[config.mk]
export PLATFORM = sky130hd
export DESIGN_NAME = vregfile_scalar_arb
export DESIGN_NICKNAME = d
export VERILOG_FILES = /design/src/rtl/vregfile_scalar_arb.sv
export SDC_FILE = /design/constraint.sdc
export NUM_CORES = 1
export LEC_CHECK = 0
export ABC_AREA = 1
export CELL_PAD_IN_SITES_DETAIL_PLACEMENT = 2
export CELL_PAD_IN_SITES_GLOBAL_PLACEMENT = 2
export CORE_ASPECT_RATIO = 0.7
export CORE_UTILIZATION = 10
export CTS_BUF_LIST = sky130_fd_sc_hd__clkbuf_4
export DETAILED_ROUTE_END_ITERATION = 10
export PLACE_DENSITY = 0.94
export REMOVE_ABC_BUFFERS = 1
export SLEW_MARGIN = 0
export SYNTH_ARGS = -nofsm -noshare
export SYNTH_HDL_FRONTEND = slang
export SYNTH_SLANG_ARGS = --single-unit
[constraint.sdc]
create_clock -name clk -period 2.1 [get_ports clk]
set_input_delay 0.21 -clock clk [delete_from_list [all_inputs] [get_ports clk]]
set_output_delay 0.21 -clock clk [all_outputs]
set_load 0.1 [all_outputs]
[src/rtl/vregfile_scalar_arb.sv]
// vregfile_scalar_arb: arbiter and sequencer for the vector unit's scalar
// register file. The file has one synchronous read port (a) and one write
// port (c). A mixed-port collision on the RAM returns the old data.
//  - Reads: rd0 and rd1 share port a under round-robin. Latency is 1 cycle.
//  - Writes: wr0 and wr1 share port c. wr0 always has priority.
//  - Register 0 reads as zero. Writes to register 0 are acked and then dropped.
// Optional feature: define VREGFILE_SCALAR_ARB_BYPASS_EN to forward the write
// data on a same-cycle read/write collision. Without it, a reader that
// collides with the accepted write is masked for that cycle and retries.
module vregfile_scalar_arb #(
  parameter int WIDTH       = 32,
  parameter int LOG2NUMREGS = 5
) (
  input  logic                   clk,
  input  logic                   resetn,
  input  logic                   rd0_req,
  input  logic [LOG2NUMREGS-1:0] rd0_reg,
  output logic                   rd0_grant,
  input  logic                   rd1_req,
  input  logic [LOG2NUMREGS-1:0] rd1_reg,
  output logic                   rd1_grant,
  output logic                   rd_valid,
  output logic                   rd_id,
  output logic [WIDTH-1:0]       rd_data,
  input  logic                   wr0_req,
  input  logic [LOG2NUMREGS-1:0] wr0_reg,
  input  logic [WIDTH-1:0]       wr0_data,
  output logic                   wr0_ack,
  input  logic                   wr1_req,
  input  logic [LOG2NUMREGS-1:0] wr1_reg,
  input  logic [WIDTH-1:0]       wr1_data,
  output logic                   wr1_ack,
  output logic [LOG2NUMREGS-1:0] a_reg,
  output logic                   a_en,
  input  logic [WIDTH-1:0]       a_readdataout,
  output logic [LOG2NUMREGS-1:0] c_reg,
  output logic [WIDTH-1:0]       c_writedatain,
  output logic                   c_we
);

  logic                   wr_live;   // accepted write that really lands
  logic                   rr_ptr;    // winner of the next read tie
  logic                   elig0, elig1;
  logic                   gnt_any;
  logic [LOG2NUMREGS-1:0] gnt_idx;
  logic [LOG2NUMREGS-1:0] a_reg_q;   // last driven read address
  logic                   rd_zero;   // in-flight read targets register 0

  // Fixed-priority write select. Register 0 writes are acked but never hit the RAM.
  always_comb begin
    wr0_ack       = wr0_req;
    wr1_ack       = wr1_req & ~wr0_req;
    c_reg         = wr0_req ? wr0_reg  : wr1_reg;
    c_writedatain = wr0_req ? wr0_data : wr1_data;
    wr_live       = (wr0_req | wr1_req) & (c_reg != '0);
    c_we          = wr_live;
  end

  // Round-robin read grant. The port address holds its value when nobody is granted.
  always_comb begin
`ifdef VREGFILE_SCALAR_ARB_BYPASS_EN
    elig0 = rd0_req;
    elig1 = rd1_req;
`else
    // A reader that hits this cycle's write is held off until the next cycle.
    // By then the RAM has the new value.
    elig0 = rd0_req & ~(wr_live & (rd0_reg == c_reg));
    elig1 = rd1_req & ~(wr_live & (rd1_reg == c_reg));
`endif
    rd0_grant = elig0 & (~elig1 | ~rr_ptr);
    rd1_grant = elig1 & (~elig0 |  rr_ptr);
    gnt_any   = rd0_grant | rd1_grant;
    gnt_idx   = rd1_grant ? rd1_reg : rd0_reg;
    a_en      = gnt_any;
    a_reg     = gnt_any ? gnt_idx : a_reg_q;
  end

  // Read pipeline state. After a grant the loser becomes the next tie winner.
  always_ff @(posedge clk) begin
    if (!resetn) begin
      rr_ptr   <= 1'b0;
      rd_valid <= 1'b0;
      rd_id    <= 1'b0;
      rd_zero  <= 1'b0;
      a_reg_q  <= '0;
    end else begin
      rd_valid <= gnt_any;
      if (gnt_any) begin
        rr_ptr  <= rd0_grant;
        rd_id   <= rd1_grant;
        rd_zero <= (gnt_idx == '0);
        a_reg_q <= gnt_idx;
      end
    end
  end

`ifdef VREGFILE_SCALAR_ARB_BYPASS_EN
  logic             byp_hit;
  logic [WIDTH-1:0] byp_data;

  // Capture the write data when the granted read collides with the landing write.
  always_ff @(posedge clk) begin
    if (!resetn) begin
      byp_hit  <= 1'b0;
      byp_data <= '0;
    end else if (gnt_any) begin
      byp_hit  <= wr_live & (gnt_idx == c_reg);
      byp_data <= c_writedatain;
    end
  end
`endif

  // Result mux: zero when idle or for register 0, else forwarded or RAM data.
  always_comb begin
    rd_data = '0;
    if (rd_valid && !rd_zero) begin
      rd_data = a_readdataout;
`ifdef VREGFILE_SCALAR_ARB_BYPASS_EN
      if (byp_hit) rd_data = byp_data;
`endif
    end
  end

endmodule

==> metrics, run 1 <==
Yosys top cell area share 0.356; Ports 204; worst slew pin tran 0.344 ns; initial core utilization 0.102; initial antenna violation count 1; Hold Path Class input pin to flop; Num CTS Buffers 3; worst-path cell chain dlygate4sd2_1, inv_1, nand2_2, nand2_4, nand3_4, nor2_4, nor2_4, a21boi_4, buf_4, nand3_1, nand3_2, nand2_2, buf_12; full die area 0.0163 sq mm; Critical Path Slowest Stage Cell a21boi_4; relative slew slack 0.771; syn_area_per_cell 4.86 sq um; share of cells above drive strength 1 0.392; cell accounting for the most synthesized area nand2_1; VDD IR-drop max 0.168 mV; failing checks DRC, setup timing; Buf+Inv Stages, Crit Path 4; first-pass GRT wire length 22.5 mm; hold buffers post-CTS 0; FILL cells 1733; routability cong. 0.815; Detailed Place HPWL 11.2 mm; sequential share of the synthesized area 0.114; post-route cell area 0.00540 sq mm; Final nets 712; Port Buffers 203; Reg clk slew, reported paths 0.07 ns; clk sinks 9; max-cap check violation count 0; WS Path Type input pin to output pin; total track usage 0.183; crit-path max cell delay 0.29 ns; Worst Skew 0.0132 ns; cell family with most CP delay simple AND/OR/NAND/NOR gates; Worst EP arrival 2.06 ns; static leakage 2.70 nW; Yosys reg bits 9; Layout Cells excl Fill 791; Clk Latency, worst-skew pair 0.30 ns; worst setup margin -0.172 ns; number of global-route vias before repair 3665; dpl cells 758; Post-Syn Area 0.00158 sq mm; Post-Syn Instances 326; Via-to-Cell Ratio 3.91; async set-reset flop share out of synthesis 0; CTS tree done; WP data required 1.89 ns; placed cell area 0.00492 sq mm; Setup crit end kind output pin; synth warn 0; pwr dens 465 mW/mm^2; core box area 0.0155 sq mm; Fin. Hold Viols 0; drt pass-1 iters 7; final wirelength 15.2 mm; Area Growth Syn to Fin 241%; Die X 152 um; synth top area cells nand2_1 36%, inv_1 14%, dfxtp_1 11%, nor2_1 10%, nand3_1 5.4%; Tmin final 2.27 ns; grt ovf 0; Max Fanout on Critical Path 5; most numerous cell in the Yosys netlist nand2_1; pin count of the biggest net entering global routing 33; Clock Path Buffers 2; Setup-failing EPs final 6; synth unique cells 27; FP Rows 38; H-tree levels 1; antenna viol nets, final 0; unrepaired setup endpoints after global routing yes; clk root buf clkbuf_4; outcome complete, but fails checks; critical path startpoint category input pin; Top FF cell, synth dfxtp_1; EDFF count, synth 0; 1st-iter DRT viols 105; DRC violations left 10; Slew Limit Fails 0; Die H 107 um; Commonest cells post-synth 150 x nand2_1, 57 x inv_1, 44 x nor2_1; vias 3095; drt wl/cell 19.2 um; crit share post-route 1.08; FMAX 440 MHz
what timing repair did:
item	CTS	global route
pin swaps	27	17
gates resized for setup	75	29
endpoints found under the setup margin	8	8
cloned	1	0
setup buffers	23	4
tightest hold or removal path: stages:
cell             delay (ns)
clkdlybuf4s50_1        0.42
o21ai_0                0.09
nor2_1                 0.05
routing by layer:
metal,up-vias,wire length [um],track usage
met3,27,453,0.0229
met5,-,0,0
met1,1519,6050,0.209
met4,0,475,0.0641
li1,1475,-,-
met2,74,8230,0.351
registers in the layout, indices dropped and copies added, names as in the netlist:
register	flops
rd_valid	1
rd_zero	1
rd_id	1
a_reg_q	5
rr_ptr	1
layout make-up:
type / instances / area [sq um] / area share
timing repair buffer: 271 / 3380 / 0.626
clock buffer: 4 / 30.0 / 0.00556
inverter: 60 / 244 / 0.0452
antenna: 2 / 5.00 / 0.000926
multi-input combinational: 244 / 1300 / 0.241
tap: 200 / 250 / 0.0463
sequential: 9 / 180 / 0.0333
timing repair inverter: 1 / 8.76 / 0.00162
metrics by stage:
stage	utilization	setup TNS (ns)	hold slack, ns	total power [mW]	worst slack (ns)
after floorplan	-	-49.15	0.346	1.23	-1.64
after global placement	0.318	-2.06	0.467	2.15	-0.321
after detailed placement	0.318	-3.66	0.492	2.19	-0.457
after CTS	0.342	-0.289	0.502	2.44	-0.0692
after global routing	0.348	-1.24	0.529	2.59	-0.252
final	0.349	-0.762	0.532	2.51	-0.172
cell families (layout without fill, tap and decap cells):
kind of cell | count (synthesis) | count (layout) | share of synthesized area
other | 0 | 2 | 0
buffers and inverters | 73 | 336 | 0.200
AO/OA/AOI/OAI | 9 | 9 | 0.0403
AND/OR/NAND/NOR | 235 | 235 | 0.646
flip-flops | 9 | 9 | 0.114
layout by cell type, fill, tap and decap left out, types with 2 or more instances in the layout:
| master | Yosys | routed |
|---|---|---|
| o21ai_2 | 0 | 2 |
| nand2_4 | 4 | 8 |
| nand2_8 | 1 | 4 |
| clkbuf_2 | 0 | 2 |
| buf_6 | 2 | 8 |
| nor2_2 | 2 | 2 |
| inv_2 | 2 | 9 |
| nor2_1 | 44 | 40 |
| dfxtp_1 | 9 | 9 |
| dlygate4sd2_1 | 0 | 16 |
| nand3_1 | 17 | 8 |
| nand3_4 | 1 | 2 |
| nand3_2 | 1 | 9 |
| nand2_2 | 10 | 27 |
| clkdlybuf4s50_1 | 0 | 100 |
| inv_1 | 57 | 49 |
| clkbuf_4 | 0 | 4 |
| buf_12 | 1 | 83 |
| diode_2 | 0 | 2 |
| a21oi_1 | 3 | 3 |
| nor2_4 | 2 | 6 |
| buf_4 | 1 | 59 |
| nand2_1 | 150 | 126 |
path summary, 6_finish.rpt:
check,to,startpoint,slack (ns),depth (start not counted)
worst max-delay path,a_reg[1],wr0_reg[0],-0.17,13
worst min-delay path,rd_id$_SDFFE_PN0N_,resetn,0.53,3
worst max register to register,rd_zero$_SDFFE_PN0N_,rr_ptr$_SDFFE_PN0N_,0.52,12
worst min register to register,a_reg_q[1]$_SDFF_PN0_,a_reg_q[1]$_SDFF_PN0_,0.57,2
power breakdown:
group | total, mW | internal (mW) | leakage (nW) | switching [mW]
Clock | 0.178 | 0.0870 | 0.0184 | 0.0905
Sequential | 0.192 | 0.184 | 0.0746 | 0.00811
Combinational | 2.14 | 0.818 | 2.61 | 1.32
Total | 2.51 | 1.09 | 2.70 | 1.42
Note: power is estimated with default switching activity, not from simulation.
==> run 2: changes to the inputs <==
==> constraint.sdc (replaced) <==
create_clock -name clk -period 2.12 [get_ports clk]
set_input_delay 0.212 -clock clk [delete_from_list [all_inputs] [get_ports clk]]
set_output_delay 0.212 -clock clk [all_outputs]
set_load 0.1 [all_outputs]
==> metrics, run 2 (synthesized netlist as in run 1, its figures left out) <==
1st-iter DRT viols 66; Hold EP rd_id$_SDFFE_PN0N_; number of global-route vias before repair 3491; hold buffers post-CTS 0; FP Rows 38; share of cells above drive strength 1 0.383; VDD IR-drop max 0.132 mV; crit-path max cell delay 0.30 ns; static leakage 2.67 nW; routability cong. 0.815; Hold Crit Depth 3; drt wl/cell 18.4 um; Die X 152 um; Setup crit end kind output pin; most common cell after layout, fill and taps aside nand2_1; vias 3047; max-cap check violation count 0; worst slew pin tran 0.346 ns; worst setup margin -0.144 ns; critical path startpoint category input pin; Clk Latency, worst-skew pair 0.27 ns; outcome complete, but fails checks; WP data required 1.91 ns; crit share post-route 1.07; total track usage 0.170; Worst EP arrival 2.05 ns; unrepaired setup endpoints after global routing yes; Detailed Place HPWL 11.0 mm; Ports 204; initial core utilization 0.102; Worst Skew 0.00157 ns; failing checks DRC, setup timing; Port Buffers 203; final wirelength 14.4 mm; final core utilization 0.346; initial antenna violation count 3; relative slew slack 0.769; Setup-failing EPs final 6; clk sinks 9; FILL cells 1771; worst reg2reg path endpoint rd_zero$_SDFFE_PN0N_; max reg flops 5; Max Fanout on Critical Path 7; Final nets 706; post-layout power 2.44 mW; full die area 0.0163 sq mm; pin count of the biggest net entering global routing 33; Fin. Hold Viols 0; core box area 0.0155 sq mm; most frequent cells in the layout 127 x nand2_1, 102 x clkdlybuf4s50_1, 83 x buf_12; Critical Path Slowest Stage Cell a21boi_4; FMAX 442 MHz; drt pass-1 iters 7; worst min-delay path startpoint resetn; WS Path Type input pin to output pin; reg2reg start rr_ptr$_SDFFE_PN0N_; Die H 107 um; Clock Path Buffers 2; Slew Limit Fails 0; grt ovf 0; flop2flop setup slack 0.62 ns; H-tree levels 1; Top reg by flops a_reg_q; Via-to-Cell Ratio 3.88; antenna viol nets, final 0; pwr dens 455 mW/mm^2; Hold Path Class input pin to flop; first-pass GRT wire length 21.2 mm; Tmin final 2.26 ns; Area Growth Syn to Fin 239%; clk root buf clkbuf_4; Reg clk slew, reported paths 0.07 ns; DRC violations left 5; R2R depth 11; CTS tree done; Num CTS Buffers 3; worst-path cell chain dlygate4sd2_1, nand2_2, nand2_4, nor2_4, nand2_2, nor2_4, nor2_4, a21boi_4, nand2_4, o21ai_4, nand2_2, o21ai_2, inv_2, buf_12
run 2: worst max-delay path, delay by kind of cell:
| kind | cells | cell delay (ns) |
|---|---|---|
| AO/OA/AOI/OAI | 3 | 0.55 |
| AND/OR/NAND/NOR | 8 | 0.79 |
| buffers and inverters | 3 | 0.49 |
run 2: worst max path at each step:
stage | start | to | cells past startpoint
global placement | wr0_reg[4] | a_reg[3] | 14
global route | rd0_reg[4] | a_reg[2] | 14
CTS | wr0_req | a_reg[3] | 18
detailed placement | wr0_reg[4] | a_reg[4] | 14
finish | wr0_reg[3] | a_reg[2] | 14
floorplan | wr0_req | a_reg[3] | 11
run 2: cell type report:
| class | count | area, sq um | share of cell area |
|---|---|---|---|
| well taps | 200 | 250 | 0.0466 |
| flip-flops and latches | 9 | 180 | 0.0336 |
| clock buffers | 4 | 30.0 | 0.00559 |
| repair buffers | 265 | 3350 | 0.623 |
| repair inverters | 1 | 8.76 | 0.00163 |
| diodes | 2 | 5.00 | 0.000932 |
| inverters | 60 | 246 | 0.0459 |
| multi-input cells | 244 | 1300 | 0.242 |
run 2: layer usage:
layer / vias to the layer above / track usage / share of wire
met5: - / 0 / 0.00090
met4: 2 / 0.0423 / 0.027
met3: 25 / 0.0225 / 0.033
met2: 74 / 0.329 / 0.54
met1: 1489 / 0.196 / 0.40
li1: 1457 / - / -
run 2: power by group:
group / switching [mW] / internal (mW)
logic: 1.29 / 0.802
registers: 0.00841 / 0.182
clock network: 0.0719 / 0.0858
total: 1.37 / 1.07
run 2: stage by stage:
step	std cells	setup WS (ns)	TNS, ns	hold slack [ns]	instance area [sq um]
2_1_floorplan	313	-1.62	-48.29	0.348	1500
3_3_place_gp	758	-0.304	-1.86	0.468	4920
3_5_place_dp	758	-0.397	-3.11	0.509	4920
4_1_cts	779	-0.0829	-0.331	0.540	5220
5_1_grt	785	-0.236	-1.14	0.560	5370
6_report	785	-0.144	-0.611	0.531	5370
run 2: repair_timing:
item                                    CTS  global route
buffers inserted                         16             6
resized for setup                        66            33
cloned                                    1             0
pin swaps                                27            18
endpoints found under the setup margin    8             8
==> run 3: changes to the inputs <==
--- a/config.mk
+++ b/config.mk
@@ -9,6 +9,7 @@
 export CELL_PAD_IN_SITES_DETAIL_PLACEMENT = 2
 export CELL_PAD_IN_SITES_GLOBAL_PLACEMENT = 2
 export CORE_ASPECT_RATIO = 0.7
+export CORE_MARGIN = 2
 export CORE_UTILIZATION = 10
 export CTS_BUF_LIST = sky130_fd_sc_hd__clkbuf_4
 export DETAILED_ROUTE_END_ITERATION = 10
==> metrics, run 3 (synthesized netlist as in run 1, its figures left out) <==
1st-iter DRT viols 82; multi-input logic area 0.00137 sq mm; outcome complete, but fails checks; failing checks setup timing; vias 2985; critical path startpoint category input pin; diode count 0; Sequential Power Share 0.079; DRC violations left 0; drt pass-1 iters 4; Clk Latency, worst-skew pair 0.26 ns; Slew Limit Fails 0; Clock Path Buffers 2; share of cells above drive strength 1 0.380; Num CTS Buffers 3; top layer in use met4; combinational power share 0.860; pin count of the biggest net entering global routing 33; H-tree levels 1; flip-flop and latch area 180 sq um; Worst EP arrival 2.00 ns; drt wl/cell 18.2 um; full die area 0.0169 sq mm; Setup crit end kind output pin; worst slew pin tran 0.341 ns; max reg flops 5; Via-to-Cell Ratio 3.86; FP Rows 38; net switching power 1.36 mW; static leakage 2.65 nW; grt ovf 0; Worst Skew 0.000561 ns; WHS 0.525 ns; reg2reg start rr_ptr$_SDFFE_PN0N_; Met1 Wirelength 5.81 mm; relative slew slack 0.772; P_int 1.05 mW; WP data required 1.91 ns; sw frac 0.564; met3 WL post-DR 261 um; Detailed Place HPWL 11.3 mm; FILL cells 1747; initial antenna violation count 0; Setup-failing EPs final 6; met2 wire len 7.81 mm; clk root buf clkbuf_4; worst reg2reg path endpoint rd_zero$_SDFFE_PN0N_; WS Path Type input pin to output pin; crit path from wr0_req; first-pass GRT wire length 19.1 mm; number of global-route vias before repair 3304; Top reg by flops a_reg_q; worst setup margin -0.0873 ns; final wirelength 14.0 mm; Final nets 696; Ports 204; total track usage 0.148; antenna viol nets, final 0; Hold Path Class flop to flop; Port Buffers 203; Max Fanout on Critical Path 10; CP endpoint a_reg[2]; max-cap check violation count 0; Area Growth Syn to Fin 235%; pwr dens 455 mW/mm^2; VDD IR-drop max 0.161 mV; FMAX 453 MHz; Die X 154 um; Reg clk slew, reported paths 0.06 ns; routability cong. 0.797; initial core utilization 0.102; flop2flop setup slack 0.54 ns; crit share post-route 1.04; unrepaired setup endpoints after global routing yes; Fin. Hold Viols 0; dpl ws -0.486 ns; most common cell after layout, fill and taps aside nand2_1; clk sinks 9; share of total power in the clock network 0.061; most frequent cells in the layout 125 x nand2_1, 100 x clkdlybuf4s50_1, 81 x buf_12; Tmin final 2.21 ns; CTS tree done; core box area 0.0155 sq mm; Die H 109 um; R2R depth 12; hold buffers post-CTS 0
==> run 3: cell types whose count changed in the layout (fill, tap and decap cells not counted), sizes merged <==
cell | before | now
inv | 61 | 60
dlymetal6s2s | 2 | 1
nand2 | 165 | 166
clkdlybuf4s15 | 2 | 8
diode | 2 | 0
buf | 145 | 135
dlygate4sd2 | 14 | 9
clkbuf | 4 | 6
clkdlybuf4s50 | 102 | 100
==> run 3: worst max-delay path: stages <==
cell and delay, ns:
buf_12 0.11, inv_8 0.11, nand2_2 0.09, buf_4 0.14, nand3_1 0.08, nand2_1 0.09
nand3_2 0.11, nor2_4 0.06, a21boi_4 0.32, nand2_8 0.12, o21ai_4 0.15, nand2_1 0.09
o21ai_2 0.08, inv_2 0.06, buf_12 0.16
==> run 3: per-stage QoR <==
| step | area, sq um | instances | setup TNS (ns) | util | power, mW |
|---|---|---|---|---|---|
| 3_3_place_gp | 4880 | 757 | -1.81 | 0.315 | 2.12 |
| 6_report | 5310 | 773 | -0.367 | 0.342 | 2.41 |
| 2_1_floorplan | 1500 | 313 | -48.29 | - | 1.22 |
| 5_1_grt | 5310 | 773 | -1.15 | 0.342 | 2.51 |
| 3_5_place_dp | 4880 | 757 | -4.48 | 0.315 | 2.16 |
| 4_1_cts | 5140 | 772 | -0.0105 | 0.331 | 2.36 |
==> run 3: final cells by class <==
| class | count | area share |
|---|---|---|
| Timing Repair Buffer | 255 | 0.610 |
| Multi-Input combinational cell | 245 | 0.258 |
| Tap cell | 200 | 0.0471 |
| Inverter | 60 | 0.0448 |
| Sequential cell | 9 | 0.0339 |
| Clock buffer | 4 | 0.00566 |
==> run 3: worst min path at each step <==
stage / startpoint / end / slack [ns] / cells past startpoint
2_1_floorplan: resetn / rd_id$_SDFFE_PN0N_ / 0.35 / 2
3_3_place_gp: a_reg_q[1]$_SDFF_PN0_ / a_reg_q[1]$_SDFF_PN0_ / 0.46 / 2
3_5_place_dp: a_reg_q[1]$_SDFF_PN0_ / a_reg_q[1]$_SDFF_PN0_ / 0.48 / 2
4_1_cts: a_reg_q[1]$_SDFF_PN0_ / a_reg_q[1]$_SDFF_PN0_ / 0.51 / 2
5_1_grt: a_reg_q[1]$_SDFF_PN0_ / a_reg_q[1]$_SDFF_PN0_ / 0.56 / 2
6_report: a_reg_q[1]$_SDFF_PN0_ / a_reg_q[1]$_SDFF_PN0_ / 0.53 / 2
==> run 3: metal layers <==
layer  vias to the layer above  track usage
li1                       1442            -
met1                      1476        0.181
met2                        53        0.295
met3                        14       0.0103
met4                         0       0.0139
met5                         -            0
==> run 3: power by group through the flow <==
| stage | registers, mW | clock network [mW] | logic, mW |
|---|---|---|---|
| after global placement | 0.190 | 0 | 1.93 |
| after CTS | 0.187 | 0.152 | 2.03 |
| after detailed placement | 0.191 | 0 | 1.97 |
| after global routing | 0.192 | 0.165 | 2.15 |
| final | 0.191 | 0.147 | 2.08 |
| after floorplan | 0.207 | 0 | 1.01 |
==> run 3: what timing repair did <==
action                                 4_1_cts  5_1_grt
buffers inserted                            11        1
cloned                                       1        0
endpoints found under the hold margin        0        0
resized for setup                           76       48
setup endpoints to repair                    9        9
pin swaps                                   30       15
